File: src/rtl/serial_sub_pkg.sv
// ---------------------------------------------------------------------------
// serial_sub_pkg
//   Shared definitions for the bit-serial subtractor.
//   - state_e       : controller states (IDLE / SHIFT / DONE)
//   - DEFAULT_WIDTH : default operand width
//   - MIN_WIDTH / MAX_WIDTH : legal operand width range
// ---------------------------------------------------------------------------
package serial_sub_pkg;

    localparam int unsigned DEFAULT_WIDTH = 8;
    localparam int unsigned MIN_WIDTH     = 2;
    localparam int unsigned MAX_WIDTH     = 32;

    typedef enum logic [1:0] {
        IDLE  = 2'd0,
        SHIFT = 2'd1,
        DONE  = 2'd2
    } state_e;

endpackage : serial_sub_pkg

File: src/rtl/serial_subtractor_full_subtractor.sv
// ---------------------------------------------------------------------------
// half_subtractor
//   One-bit half subtractor: d = a - b, bo = borrow out.
//   Ports: a, b (in); d, bo (out).
//
// full_subtractor
//   One-bit full subtractor built from two half subtractors; the two
//   partial borrows are ORed (they can never both be set).
//   Ports: a, b, bin (in); d, bout (out).
// ---------------------------------------------------------------------------
module half_subtractor (
    input  logic a,
    input  logic b,
    output logic d,
    output logic bo
);

    assign d  = a ^ b;
    assign bo = ~a & b;

endmodule : half_subtractor

module full_subtractor (
    input  logic a,
    input  logic b,
    input  logic bin,
    output logic d,
    output logic bout
);

    logic d1;
    logic b1;
    logic b2;

    half_subtractor u_hs_ab (
        .a  (a),
        .b  (b),
        .d  (d1),
        .bo (b1)
    );

    // Second stage subtracts the incoming borrow from the partial difference.
    half_subtractor u_hs_bin (
        .a  (d1),
        .b  (bin),
        .d  (d),
        .bo (b2)
    );

    assign bout = b1 | b2;

endmodule : full_subtractor

File: src/rtl/serial_subtractor.sv
// ---------------------------------------------------------------------------
// serial_subtractor
//   Bit-serial WIDTH-bit subtractor, D = A - B, LSB first, one bit per clock.
//   Operands are taken on a valid/ready handshake, the result is held on a
//   valid/ready handshake until taken. No overlap between operations.
//
//   Ports:
//     clk       : rising-edge clock
//     rst       : synchronous active-high reset
//     in_valid  : operands A/B present
//     in_ready  : block can accept operands (IDLE and not in reset)
//     A, B      : minuend / subtrahend
//     out_valid : result valid (DONE)
//     out_ready : consumer accepts result
//     D         : difference A - B mod 2^WIDTH
//     Bout      : final borrow, 1 iff A < B unsigned
//     OVF       : signed (two's complement) overflow
// ---------------------------------------------------------------------------
module serial_subtractor
    import serial_sub_pkg::*;
#(
    parameter int unsigned WIDTH = DEFAULT_WIDTH
) (
    input  logic             clk,
    input  logic             rst,
    input  logic             in_valid,
    output logic             in_ready,
    input  logic [WIDTH-1:0] A,
    input  logic [WIDTH-1:0] B,
    output logic             out_valid,
    input  logic             out_ready,
    output logic [WIDTH-1:0] D,
    output logic             Bout,
    output logic             OVF
);

    localparam int unsigned        CNT_W    = $clog2(WIDTH);
    localparam logic [CNT_W-1:0]   CNT_LAST = CNT_W'(WIDTH - 1);

    state_e             state_q,  state_d;
    logic [WIDTH-1:0]   a_sr_q,   a_sr_d;
    logic [WIDTH-1:0]   b_sr_q,   b_sr_d;
    logic [WIDTH-1:0]   d_sr_q,   d_sr_d;
    logic               borrow_q, borrow_d;
    logic [CNT_W-1:0]   cnt_q,    cnt_d;
    logic               a_msb_q,  a_msb_d;
    logic               b_msb_q,  b_msb_d;
    logic               ovf_q,    ovf_d;

    logic               cell_d;
    logic               cell_bo;

    // Single shared bit cell working on the current LSBs and stored borrow.
    full_subtractor u_cell (
        .a    (a_sr_q[0]),
        .b    (b_sr_q[0]),
        .bin  (borrow_q),
        .d    (cell_d),
        .bout (cell_bo)
    );

    always_ff @(posedge clk) begin
        if (rst) begin
            state_q  <= IDLE;
            a_sr_q   <= '0;
            b_sr_q   <= '0;
            d_sr_q   <= '0;
            borrow_q <= 1'b0;
            cnt_q    <= '0;
            a_msb_q  <= 1'b0;
            b_msb_q  <= 1'b0;
            ovf_q    <= 1'b0;
        end else begin
            state_q  <= state_d;
            a_sr_q   <= a_sr_d;
            b_sr_q   <= b_sr_d;
            d_sr_q   <= d_sr_d;
            borrow_q <= borrow_d;
            cnt_q    <= cnt_d;
            a_msb_q  <= a_msb_d;
            b_msb_q  <= b_msb_d;
            ovf_q    <= ovf_d;
        end
    end

    always_comb begin
        state_d  = state_q;
        a_sr_d   = a_sr_q;
        b_sr_d   = b_sr_q;
        d_sr_d   = d_sr_q;
        borrow_d = borrow_q;
        cnt_d    = cnt_q;
        a_msb_d  = a_msb_q;
        b_msb_d  = b_msb_q;
        ovf_d    = ovf_q;

        unique case (state_q)
            IDLE: begin
                // in_ready is implied here: reset forces the register path.
                if (in_valid) begin
                    a_sr_d   = A;
                    b_sr_d   = B;
                    borrow_d = 1'b0;
                    cnt_d    = '0;
                    a_msb_d  = A[WIDTH-1];
                    b_msb_d  = B[WIDTH-1];
                    state_d  = SHIFT;
                end
            end

            SHIFT: begin
                d_sr_d   = {cell_d, d_sr_q[WIDTH-1:1]};
                a_sr_d   = a_sr_q >> 1;
                b_sr_d   = b_sr_q >> 1;
                borrow_d = cell_bo;
                if (cnt_q == CNT_LAST) begin
                    // Overflow only possible for operands of differing sign,
                    // and then shows as a result sign different from A's.
                    ovf_d   = (a_msb_q != b_msb_q) && (cell_d != a_msb_q);
                    state_d = DONE;
                end else begin
                    cnt_d = cnt_q + 1'b1;
                end
            end

            DONE: begin
                if (out_ready) begin
                    state_d = IDLE;
                end
            end

            default: begin
                state_d = IDLE;
            end
        endcase
    end

    // Outputs are forced to their cleared values while reset is asserted.
    assign in_ready  = (state_q == IDLE) && !rst;
    assign out_valid = (state_q == DONE) && !rst;
    assign D         = rst ? '0 : d_sr_q;
    assign Bout      = rst ? 1'b0 : borrow_q;
    assign OVF       = rst ? 1'b0 : ovf_q;

endmodule : serial_subtractor

File: config.mk
export PLATFORM = sky130hd
export DESIGN_NAME = serial_subtractor
export DESIGN_NICKNAME = d
export VERILOG_FILES = /design/src/rtl/serial_sub_pkg.sv /design/src/rtl/serial_subtractor_full_subtractor.sv /design/src/rtl/serial_subtractor.sv
export SDC_FILE = /design/constraint.sdc
export NUM_CORES = 1
export LEC_CHECK = 0
export ABC_CLOCK_PERIOD_IN_PS = 1600
export CAP_MARGIN = 40
export CELL_PAD_IN_SITES_DETAIL_PLACEMENT = 1
export CELL_PAD_IN_SITES_GLOBAL_PLACEMENT = 1
export CORE_AREA = 2 2 87 68
export DETAILED_ROUTE_END_ITERATION = 8
export DIE_AREA = 0 0 89 70
export GPL_ROUTABILITY_DRIVEN = 0
export PLACE_DENSITY_LB_ADDON = 0.1
export SKIP_LAST_GASP = 1
export SYNTH_ARGS = -nofsm -noshare
export SYNTH_HDL_FRONTEND = slang
export SYNTH_SLANG_ARGS = --single-unit
File: constraint.sdc
create_clock -name clk -period 1.6 [get_ports clk]
set_input_delay 0.4 -clock clk [delete_from_list [all_inputs] [get_ports clk]]
set_output_delay 0.4 -clock clk [all_outputs]
set_load 0.005 [all_outputs]
==> results of run 1 <==
-- worst min path at each step --
stage                                        end  cells past startpoint              startpoint
after detailed placement  b_sr_q[7]$_SDFFE_PP0P_                      2  b_sr_q[7]$_SDFFE_PP0P_
after CTS                   b_msb_q$_SDFFE_PP0P_                      2    b_msb_q$_SDFFE_PP0P_
after global placement      a_msb_q$_SDFFE_PP0P_                      2    a_msb_q$_SDFFE_PP0P_
after global routing        b_msb_q$_SDFFE_PP0P_                      2    b_msb_q$_SDFFE_PP0P_
after floorplan           a_sr_q[7]$_SDFFE_PP0P_                      2  a_sr_q[7]$_SDFFE_PP0P_
final                       b_msb_q$_SDFFE_PP0P_                      2    b_msb_q$_SDFFE_PP0P_
-- cells in the mapped netlist (2+ instances only) --
cell type | instances | area [sq um]
sky130_fd_sc_hd__a211oi_2 | 9 | 113
sky130_fd_sc_hd__nand3b_1 | 3 | 22.5
sky130_fd_sc_hd__buf_2 | 4 | 20.0
sky130_fd_sc_hd__a21oi_1 | 23 | 115
sky130_fd_sc_hd__ha_1 | 2 | 25.0
sky130_fd_sc_hd__dfxtp_1 | 33 | 661
sky130_fd_sc_hd__nor2b_1 | 11 | 68.8
sky130_fd_sc_hd__buf_4 | 2 | 15.0
sky130_fd_sc_hd__nor3b_1 | 2 | 15.0
sky130_fd_sc_hd__buf_6 | 6 | 67.6
sky130_fd_sc_hd__inv_1 | 2 | 7.51
sky130_fd_sc_hd__o22a_1 | 7 | 61.3
sky130_fd_sc_hd__nand2_1 | 24 | 90.1
sky130_fd_sc_hd__nor2_1 | 16 | 60.1
sky130_fd_sc_hd__nor3_1 | 2 | 10.0
sky130_fd_sc_hd__a211oi_1 | 3 | 22.5
sky130_fd_sc_hd__a311oi_2 | 2 | 30.0
-- per-layer routing --
layer	up-vias	global-route usage [%]	wire length, microns
met2	20	23.5	1870
li1	665	-	-
met5	-	0	0
met1	635	18.8	1900
met4	0	4.48	26
met3	2	3.78	157
-- state kept, by name (all words and copies together) (netlist names) --
register  flops
a_msb_q       1
a_sr_q        8
b_msb_q       1
b_sr_q        8
borrow_q      1
cnt_q         3
d_sr_q        8
ovf_q         1
state_q       2
-- layout make-up --
cell class                 count  area [sq um]
inverter                       2          7.51
tap                           78          97.6
clock inverter                 2          10.0
multi-input combinational    118           870
fill                         663          3380
clock buffer                   6          72.6
sequential                    33           661
timing repair buffer          50           432
-- what timing repair did --
action	CTS	global route
pin swaps	0	1
setup buffers	4	1
endpoints found under the setup margin	12	13
resized for setup	35	25
-- worst max-delay path, cell delays in order (launching register included) --
cell and delay (ns):
sky130_fd_sc_hd__dfxtp_1 0.31, sky130_fd_sc_hd__inv_1 0.07, sky130_fd_sc_hd__fa_1 0.55, sky130_fd_sc_hd__and3b_1 0.17
sky130_fd_sc_hd__a21oi_1 0.05, sky130_fd_sc_hd__a311oi_2 0.25
-- power groups by stage --
stage                     clock network [uW]  registers (uW)  logic [uW]
final                                    604             918         366
after global routing                     666             926         409
after CTS                                626             917         362
after detailed placement                   0             934         350
after global placement                     0             931         339
after floorplan                            0             924         221
-- per-stage QoR --
step	instance area (sq um)	hold slack [ns]	total power [uW]	TNS, ns
floorplan	1570	0.437	1150	0
global placement	1990	0.451	1270	-9.29
detailed placement	1990	0.458	1280	-10.09
CTS	2130	0.475	1900	-1.04
global route	2150	0.497	2000	-0.0379
finish	2150	0.470	1890	0
-- kinds of logic (layout without fill, tap and decap cells) --
kind of cell | Yosys count | after routing
fa+ha+maj | 3 | 3
mux | 1 | 1
flops | 33 | 33
buf+inv | 15 | 60
simple gates | 65 | 65
compound gates | 49 | 49
==> metrics.cfg, run 1 <==
[placement]
dp_slack_ns = -0.518
dpl.cell_count = 276
port_buffers = 31
hpwlAfterDp_mm = 2.79

[synth]
synth_cell_type_count = 32
syn_area_sq_mm = 0.00157
dominant_combinational_cell_family_by_area_after_synthesis = compound AO/OA/AOI/OAI gates
post_synth_mux_area_share_pct = 0.637
share_of_synthesized_area_occupied_by_flip_flops_and_latches_pct = 42.1
synth_seq_cells = 33
ys.flop_type = sky130_fd_sc_hd__dfxtp_1
synth_enable_flop_cells = 0
ys_async_sr_fraction_pct = 0
syn-num-nets = 189
synth-adder-area-share_pct = 2.87
yosys.area_share.xor_xnor_pct = 0
synthSimpleGateAreaFrac_pct = 21.2
syn_inst = 166
yosys_warnings = 0
synth_compound_gate_area_share_pct = 26.0
synthesis.area_per_instance_sq_um = 9.46

[sta]
worstMarginPinSlew_ns = 0.359
period_share_pct = 92.7
finalCriticalPeriod_ns = 1.48
layout_setup_ws_ns = 0.117
worst_slew_margin_pct = 76.0
finalHoldViolations = 0
rsz0062_at_grt = yes
setup_viol = 0
final-max-slew-violation-count = 0
finalClockSkew_ns = 0.00814
fmaxAchievable_mhz = 674

[floorplanning]
pin_count = 32
core_area_sq_mm = 0.00553
num_rows = 24
die_width_microns = 89
initial_core_util_pct = 28.4
fp.dieH_microns = 70
die_area_sq_mm = 0.00623

[grt]
grt_pass1_vias = 1500
globalRoute.totalOverflow = 0
maximum_number_of_pins_on_one_net_before_global_route_repair = 24
first_pass_grt_wire_length_mm = 7.06
antenna_found_initial = 0
track_usage_pct = 14.5

[job]
drv_cap = 0

[clocking]
tritoncts = done
cts.hold.buffers_added = 0
insertion_delay_ns = 0.28
cts.sinks = 33
numCtsBuffers = 5
cts-root-buf = sky130_fd_sc_hd__clkbuf_8
path_clk_slew_ns = 0.07
ctsLongestPathBuffers = 2
cts.htree.levels = 2

[power_and_ir_drop]
static-leakage-power_uw = 0.000881
share_comb_of_total_power_pct = 19.4
sequentialPowerShare_pct = 48.7
peakVddDrop_uv = 375
internal-power_uw = 1380
netSwitchingPower_uw = 511
power.switching_fraction_pct = 27.1
clock_power_share_pct = 32.0
power_density_cells_mw_per_mm2 = 878

[layout]
layout-drive-gt1-share_pct = 30.8
final_common_cell = sky130_fd_sc_hd__dfxtp_1
layoutNonFillerInstCount = 289
ant_cells = 0
fin_util_pct = 38.9
mostFrequentLayoutCells = 33 x sky130_fd_sc_hd__dfxtp_1, 24 x sky130_fd_sc_hd__nand2_1, 23 x sky130_fd_sc_hd__a21oi_1
area.growth.synth_to_final_pct = 36.9
fin_nets = 233

[worst_setup_path]
setup.worst_path.end = ovf_q$_SDFFE_PP0P_
timing.critical_path.from_type = flip-flop
criticalPathCategory = flip-flop to flip-flop
worstPathMaxFanout = 3
reg2reg_from = a_sr_q[0]$_SDFFE_PP0P_
crit_path_start = a_sr_q[0]$_SDFFE_PP0P_
worst-endpoint-required_ns = 1.79
rr_worst_depth = 5
critPathCaptureType = flip-flop
arrival_ns = 1.68
worst-r2r-setup-slack_ns = 0.12
regToRegEndpoint = ovf_q$_SDFFE_PP0P_

[route]
route.antenna.remaining_nets = 0
detailedRoute.firstIterationViolations = 41
drc_errors = 0
detail_route.wirelength_mm = 3.96
num_vias = 1322
detailedRoute.firstPassIterationCount = 4
dr_vias_cell = 4.57
avgRoutedWirePerCell_microns = 13.7

[status]
outcome = completed

[min_path]
holdCritPathClass = flip-flop to flip-flop

Note: power is estimated with default switching activity, not from simulation.
==> run 2, diff against run 1 <==
--- a/config.mk
+++ b/config.mk
@@ -14,6 +14,7 @@
 export DIE_AREA = 0 0 89 70
 export GPL_ROUTABILITY_DRIVEN = 0
 export PLACE_DENSITY_LB_ADDON = 0.1
+export SKIP_CTS_REPAIR_TIMING = 1
 export SKIP_LAST_GASP = 1
 export SYNTH_ARGS = -nofsm -noshare
 export SYNTH_HDL_FRONTEND = slang
==> run 2 against run 1 <==
Net effect: highest routed layer unchanged; clock skew is 0.00075 ns higher; final cell count decreased by 1.4%; global-route usage decreased by 0.44 points; worst hold slack gained 0.0026 ns; via count down 1.4%.
==> metrics.cfg, run 2 (same netlist as run 1, synthesis figures left out) <==
[clocking]
insertion_delay_ns = 0.28
cts-root-buf = sky130_fd_sc_hd__clkbuf_8
ctsLongestPathBuffers = 2
cts.sinks = 33
tritoncts = done
path_clk_slew_ns = 0.07
numCtsBuffers = 5
cts.htree.levels = 2

[placement]
port_buffers = 31
hpwlAfterDp_mm = 2.79
dp_slack_ns = -0.518

[min_path]
holdCritPathClass = flip-flop to flip-flop
min_from = b_msb_q$_SDFFE_PP0P_

[worst_setup_path]
criticalPathCategory = flip-flop to flip-flop
critPathCaptureType = flip-flop
reg2reg_from = a_sr_q[0]$_SDFFE_PP0P_
cells_along_the_critical_path = inv_1 -> fa_1 -> and3b_1 -> a21oi_1 -> a311oi_2
worstPathMaxFanout = 3
timing.critical_path.from_type = flip-flop
cpMaxStageDelayCell = sky130_fd_sc_hd__fa_1
arrival_ns = 1.68
critical_path.max_stage_delay_ns = 0.55
critical_path.n_buffers_inverters = 1
critPathTopFamily = adder cells
worst-endpoint-required_ns = 1.79
crit_path_start = a_sr_q[0]$_SDFFE_PP0P_

[job]
drv_cap = 0

[layout]
fin_nets = 229
mostFrequentLayoutCells = 33 x sky130_fd_sc_hd__dfxtp_1, 24 x sky130_fd_sc_hd__nand2_1, 23 x sky130_fd_sc_hd__a21oi_1
final_common_cell = sky130_fd_sc_hd__dfxtp_1
fin_util_pct = 38.9
area.growth.synth_to_final_pct = 37.1
registers_with_the_most_flip_flops = a_sr_q (8), b_sr_q (8), d_sr_q (8)
ant_cells = 0
nFillCells = 651
layout-drive-gt1-share_pct = 24.6

[grt]
grt_pass1_vias = 1477
globalRouteMet2Util_pct = 23.0
busiest_layer = met2
grtUsageMet1_pct = 18.0
antenna_found_initial = 0
maximum_number_of_pins_on_one_net_before_global_route_repair = 24
globalRoute.totalOverflow = 0
first_pass_grt_wire_length_mm = 6.83
met3_usage_pct = 3.78
track_usage_pct = 14.1

[route]
route.antenna.remaining_nets = 0
avgRoutedWirePerCell_microns = 13.8
num_vias = 1304
detailedRoute.firstPassIterationCount = 4
detail_route.wirelength_mm = 3.94
dr_vias_cell = 4.58
drc_errors = 0
detailedRoute.firstIterationViolations = 39

[sta]
period_share_pct = 92.9
final-max-slew-violation-count = 0
finalCriticalPeriod_ns = 1.49
layout_setup_ws_ns = 0.113
fmaxAchievable_mhz = 672
finalClockSkew_ns = 0.00890
worstMarginPinSlew_ns = 0.367
finalHoldViolations = 0
setup_viol = 0
worst_slew_margin_pct = 75.5
rsz0062_at_grt = yes
hold_ws_ns = 0.473

[floorplanning]
pin_count = 32
die_area_sq_mm = 0.00623
fp.dieH_microns = 70
num_rows = 24
core_area_sq_mm = 0.00553
die_width_microns = 89
initial_core_util_pct = 28.4

[power_and_ir_drop]
static-leakage-power_uw = 0.00102
finalPower_uw = 1870
peakVddDrop_uv = 376
power_density_cells_mw_per_mm2 = 868

[status]
outcome = completed

## run 2: changes by cell type in the layout (fill, tap and decap cells not counted), sizes merged
cell | previous run | this run
buf | 22 | 14
clkbuf | 13 | 8
dlygate4sd2 | 3 | 0
dlymetal6s2s | 0 | 12
## run 2: final timing paths
kind              cells past startpoint                   end  slack [ns]
setup / recovery                      5    ovf_q$_SDFFE_PP0P_        0.11
hold / removal                        2  b_msb_q$_SDFFE_PP0P_        0.47
setup reg to reg                      5    ovf_q$_SDFFE_PP0P_        0.11
hold reg to reg                       2  b_msb_q$_SDFFE_PP0P_        0.47
## run 2: layer usage
metal	share of wire (%)	routed length [microns]	vias up
met3	4.1	160	2
li1	-	-	656
met4	0.66	26	0
met2	48	1870	20
met5	0	0	-
met1	48	1880	626
## run 2: stage by stage
stage,area [sq um],setup TNS (ns),cells
floorplan,1570,0,166
global placement,1990,-9.29,276
detailed placement,1990,-10.09,276
CTS,2070,-5.87,284
global route,2150,-0.0629,285
finish,2150,0,285
## run 2: cell type report
type	count	area, sq um	share of cell area [%]
Timing Repair Buffer	46	478	22.2
Inverter	2	7.51	0.349
Clock inverter	2	10.0	0.465
Clock buffer	6	72.6	3.37
Multi-Input combinational cell	118	826	38.4
Tap cell	78	97.6	4.53
Sequential cell	33	661	30.7
## run 2: worst min-delay path: stages (launching register included)
cell and delay, ns:
sky130_fd_sc_hd__dfxtp_1 0.32, sky130_fd_sc_hd__nand2_1 0.06, sky130_fd_sc_hd__a21oi_1 0.05
## run 2: report_power, final
part	internal (uW)	switching, uW	leakage, uW
combinational	183	168	0.000704
clock	301	299	0.0000450
sequential	883	32.5	0.000272
total	1370	499	0.00102
==> run 3, diff against run 2 <==
--- a/config.mk
+++ b/config.mk
@@ -5,13 +5,14 @@
 export SDC_FILE = /design/constraint.sdc
 export NUM_CORES = 1
 export LEC_CHECK = 0
+export ABC_AREA = 1
 export ABC_CLOCK_PERIOD_IN_PS = 1600
 export CAP_MARGIN = 40
 export CELL_PAD_IN_SITES_DETAIL_PLACEMENT = 1
 export CELL_PAD_IN_SITES_GLOBAL_PLACEMENT = 1
-export CORE_AREA = 2 2 87 68
+export CORE_AREA = 8 8 96 76
 export DETAILED_ROUTE_END_ITERATION = 8
-export DIE_AREA = 0 0 89 70
+export DIE_AREA = 0 0 104 84
 export GPL_ROUTABILITY_DRIVEN = 0
 export PLACE_DENSITY_LB_ADDON = 0.1
 export SKIP_CTS_REPAIR_TIMING = 1
==> run 3 against run 2 <==
Net effect: non-clock buffer count is 1 lower; sequential share of layout area decreased by 1.4 points; die area is 40% higher; worst hold slack got worse by 0.017 ns; clock skew decreased by 0.0057 ns; clock-buffer cell count decreased by 1; synthesized area up 7.0%; global-route usage shrank 3.8 points; total power increased by 3.1%; first-iteration DRC count shrank 36%; critical endpoint is now out_valid; highest routed layer unchanged.
==> metrics.cfg, run 3 <==
[clocking]
cts-root-buf = sky130_fd_sc_hd__clkbuf_8
cts.htree.levels = 2
cts.sinks = 33
tritoncts = done
ctsLongestPathBuffers = 2
insertion_delay_ns = 0.29
numCtsBuffers = 5
path_clk_slew_ns = 0.08

[worst_setup_path]
criticalPathCategory = primary input to output port
rr_worst_depth = 8
worstPathMaxFanout = 8
reg2reg_from = state_q[0]$_SDFFE_PP0P_
regToRegEndpoint = b_sr_q[0]$_SDFFE_PP0P_
worst-r2r-setup-slack_ns = 0.28
crit_path_start = rst
worst-endpoint-required_ns = 1.20
critPathCaptureType = output port
arrival_ns = 1.02
setup.worst_path.end = out_valid
timing.critical_path.from_type = primary input

[synth]
synthesis.area_per_instance_sq_um = 6.64
synth_largest_area_cell = sky130_fd_sc_hd__dfxtp_1
synth_seq_cells = 33
synth-adder-area-share_pct = 2.68
syn_area_sq_mm = 0.00168
post_synth_mux_area_share_pct = 0
syn-num-nets = 276
yosys_warnings = 0
share_of_synthesized_area_occupied_by_flip_flops_and_latches_pct = 39.3
synth_enable_flop_cells = 0
synth_top_cells_by_area = sky130_fd_sc_hd__dfxtp_1 39%, sky130_fd_sc_hd__nand2_1 19%, sky130_fd_sc_hd__nor2_1 8.9%
dominant_combinational_cell_family_by_area_after_synthesis = simple AND/OR/NAND/NOR gates
synth.top_cells.by_count = 87 x sky130_fd_sc_hd__nand2_1, 40 x sky130_fd_sc_hd__nor2_1, 33 x sky130_fd_sc_hd__dfxtp_1
synth_cell_type_count = 24
syn_inst = 253
synth.top_cell.area_share_pct = 39.3
synth_compound_gate_area_share_pct = 7.82
ys.flop_type = sky130_fd_sc_hd__dfxtp_1
yosys.area_share.xor_xnor_pct = 0
synthSimpleGateAreaFrac_pct = 37.0
ys_async_sr_fraction_pct = 0
yosysMostFrequentCell = sky130_fd_sc_hd__nand2_1

[grt]
globalRoute.totalOverflow = 0
track_usage_pct = 10.3
maximum_number_of_pins_on_one_net_before_global_route_repair = 32
antenna_found_initial = 0
first_pass_grt_wire_length_mm = 7.42
grt_pass1_vias = 1587

[sta]
finalCriticalPeriod_ns = 1.42
setup_viol = 0
worstMarginPinSlew_ns = 0.243
rsz0062_at_grt = no
finalHoldViolations = 0
worst_slew_margin_pct = 83.7
fmaxAchievable_mhz = 706
finalClockSkew_ns = 0.00319
hold_ws_ns = 0.455
final-max-slew-violation-count = 0
period_share_pct = 88.6

[route]
detail_route.wirelength_mm = 4.28
drc_errors = 0
num_vias = 1548
avgRoutedWirePerCell_microns = 11.5
detailedRoute.firstPassIterationCount = 4
dr_vias_cell = 4.15
detailedRoute.firstIterationViolations = 25
route.antenna.remaining_nets = 0

[floorplanning]
pin_count = 32
core_area_sq_mm = 0.00571
num_rows = 24
fp.dieH_microns = 84
die_width_microns = 104
die_area_sq_mm = 0.00874
initial_core_util_pct = 29.5

[layout]
registers_with_the_most_flip_flops = a_sr_q (8), b_sr_q (8), d_sr_q (8)
layout-drive-gt1-share_pct = 12.5
ant_cells = 0
mostFrequentLayoutCells = 87 x sky130_fd_sc_hd__nand2_1, 39 x sky130_fd_sc_hd__nor2_1, 31 x sky130_fd_sc_hd__inv_1, 31 x sky130_fd_sc_hd__dfxtp_1, 18 x sky130_fd_sc_hd__clkdlybuf4s50_1
area.growth.synth_to_final_pct = 34.5
fin_nets = 317
layoutNonFillerInstCount = 373
final_common_cell = sky130_fd_sc_hd__nand2_1
layout.cell_area.non_filler_sq_mm = 0.00226

[placement]
hpwlAfterDp_mm = 3.14
port_buffers = 31
placement.cell_area_sq_mm = 0.00212
dpl.cell_count = 365

[job]
drv_cap = 0

[power_and_ir_drop]
power_density_cells_mw_per_mm2 = 852
static-leakage-power_uw = 0.00123
peakVddDrop_uv = 300
finalPower_uw = 1920

[status]
outcome = completed

[min_path]
holdCritPathClass = flip-flop to flip-flop

-- run 3: cell count changes after synthesis, moves of 6 or more --
| cell | previous run | this run |
|---|---|---|
| sky130_fd_sc_hd__inv_1 | 2 | 31 |
| sky130_fd_sc_hd__nand3_1 | 0 | 9 |
| sky130_fd_sc_hd__a211oi_2 | 9 | 0 |
| sky130_fd_sc_hd__nor2_2 | 1 | 7 |
| sky130_fd_sc_hd__nand2_1 | 24 | 87 |
| sky130_fd_sc_hd__o21ai_0 | 0 | 7 |
| sky130_fd_sc_hd__a21oi_1 | 23 | 15 |
| sky130_fd_sc_hd__nor2_1 | 16 | 40 |
| sky130_fd_sc_hd__o22a_1 | 7 | 0 |
| sky130_fd_sc_hd__nor2b_1 | 11 | 0 |
-- run 3: worst min path at each step --
stage                                       from                endpoint  slack (ns)  cells past startpoint
after floorplan           d_sr_q[0]$_SDFFE_PP0N_  d_sr_q[0]$_SDFFE_PP0N_        0.43                      2
after global placement    d_sr_q[0]$_SDFFE_PP0N_  d_sr_q[0]$_SDFFE_PP0N_        0.44                      2
after detailed placement  d_sr_q[0]$_SDFFE_PP0N_  d_sr_q[0]$_SDFFE_PP0N_        0.45                      2
after CTS                 d_sr_q[0]$_SDFFE_PP0N_  d_sr_q[0]$_SDFFE_PP0N_        0.46                      2
after global routing      d_sr_q[0]$_SDFFE_PP0N_  d_sr_q[0]$_SDFFE_PP0N_        0.48                      2
final                     d_sr_q[0]$_SDFFE_PP0N_  d_sr_q[0]$_SDFFE_PP0N_        0.46                      2
-- run 3: power breakdown --
group	internal [uW]	switching, uW	total, uW
Combinational	175	198	373
Sequential	884	31.3	915
Clock	300	336	636
-- run 3: per-stage QoR --
step | setup TNS, ns | utilization [%] | worst slack [ns]
floorplan | 0 | - | 0.252
global placement | -5.06 | 37.2 | -0.522
detailed placement | -5.36 | 37.2 | -0.539
CTS | -5.44 | 38.7 | -0.545
global route | 0 | 39.6 | 0.118
finish | 0 | 39.6 | 0.183
-- run 3: per-layer routing --
layer / vias up / global-route usage, % / wire length (microns)
met4: 0 / 4.33 / 48
met3: 5 / 2.85 / 154
met1: 675 / 13.8 / 2320
met2: 27 / 14.8 / 1750
li1: 841 / - / -
met5: - / 0 / 0
-- run 3: worst max-delay path, cell delays in order --
cell and delay (ns):
sky130_fd_sc_hd__dlymetal6s2s_1 0.15, sky130_fd_sc_hd__buf_6 0.15, sky130_fd_sc_hd__nor3_1 0.16, sky130_fd_sc_hd__dlymetal6s2s_1 0.15
-- run 3: cell families (layout without fill, tap and decap cells) --
| family | count (synthesis) | in the layout |
|---|---|---|
| adder cells (fa/ha/maj) | 3 | 3 |
| buffers and inverters | 44 | 86 |
| AND/OR/NAND/NOR | 149 | 149 |
| flip-flops | 33 | 33 |
| AO/OA/AOI/OAI | 24 | 24 |
-- run 3: layout make-up --
type,count,area (sq um)
tap,78,97.6
timing repair buffer,45,480
clock buffer,5,68.8
sequential,33,663
clock inverter,3,17.5
fill,760,3450
inverter,33,126
multi-input combinational,176,806
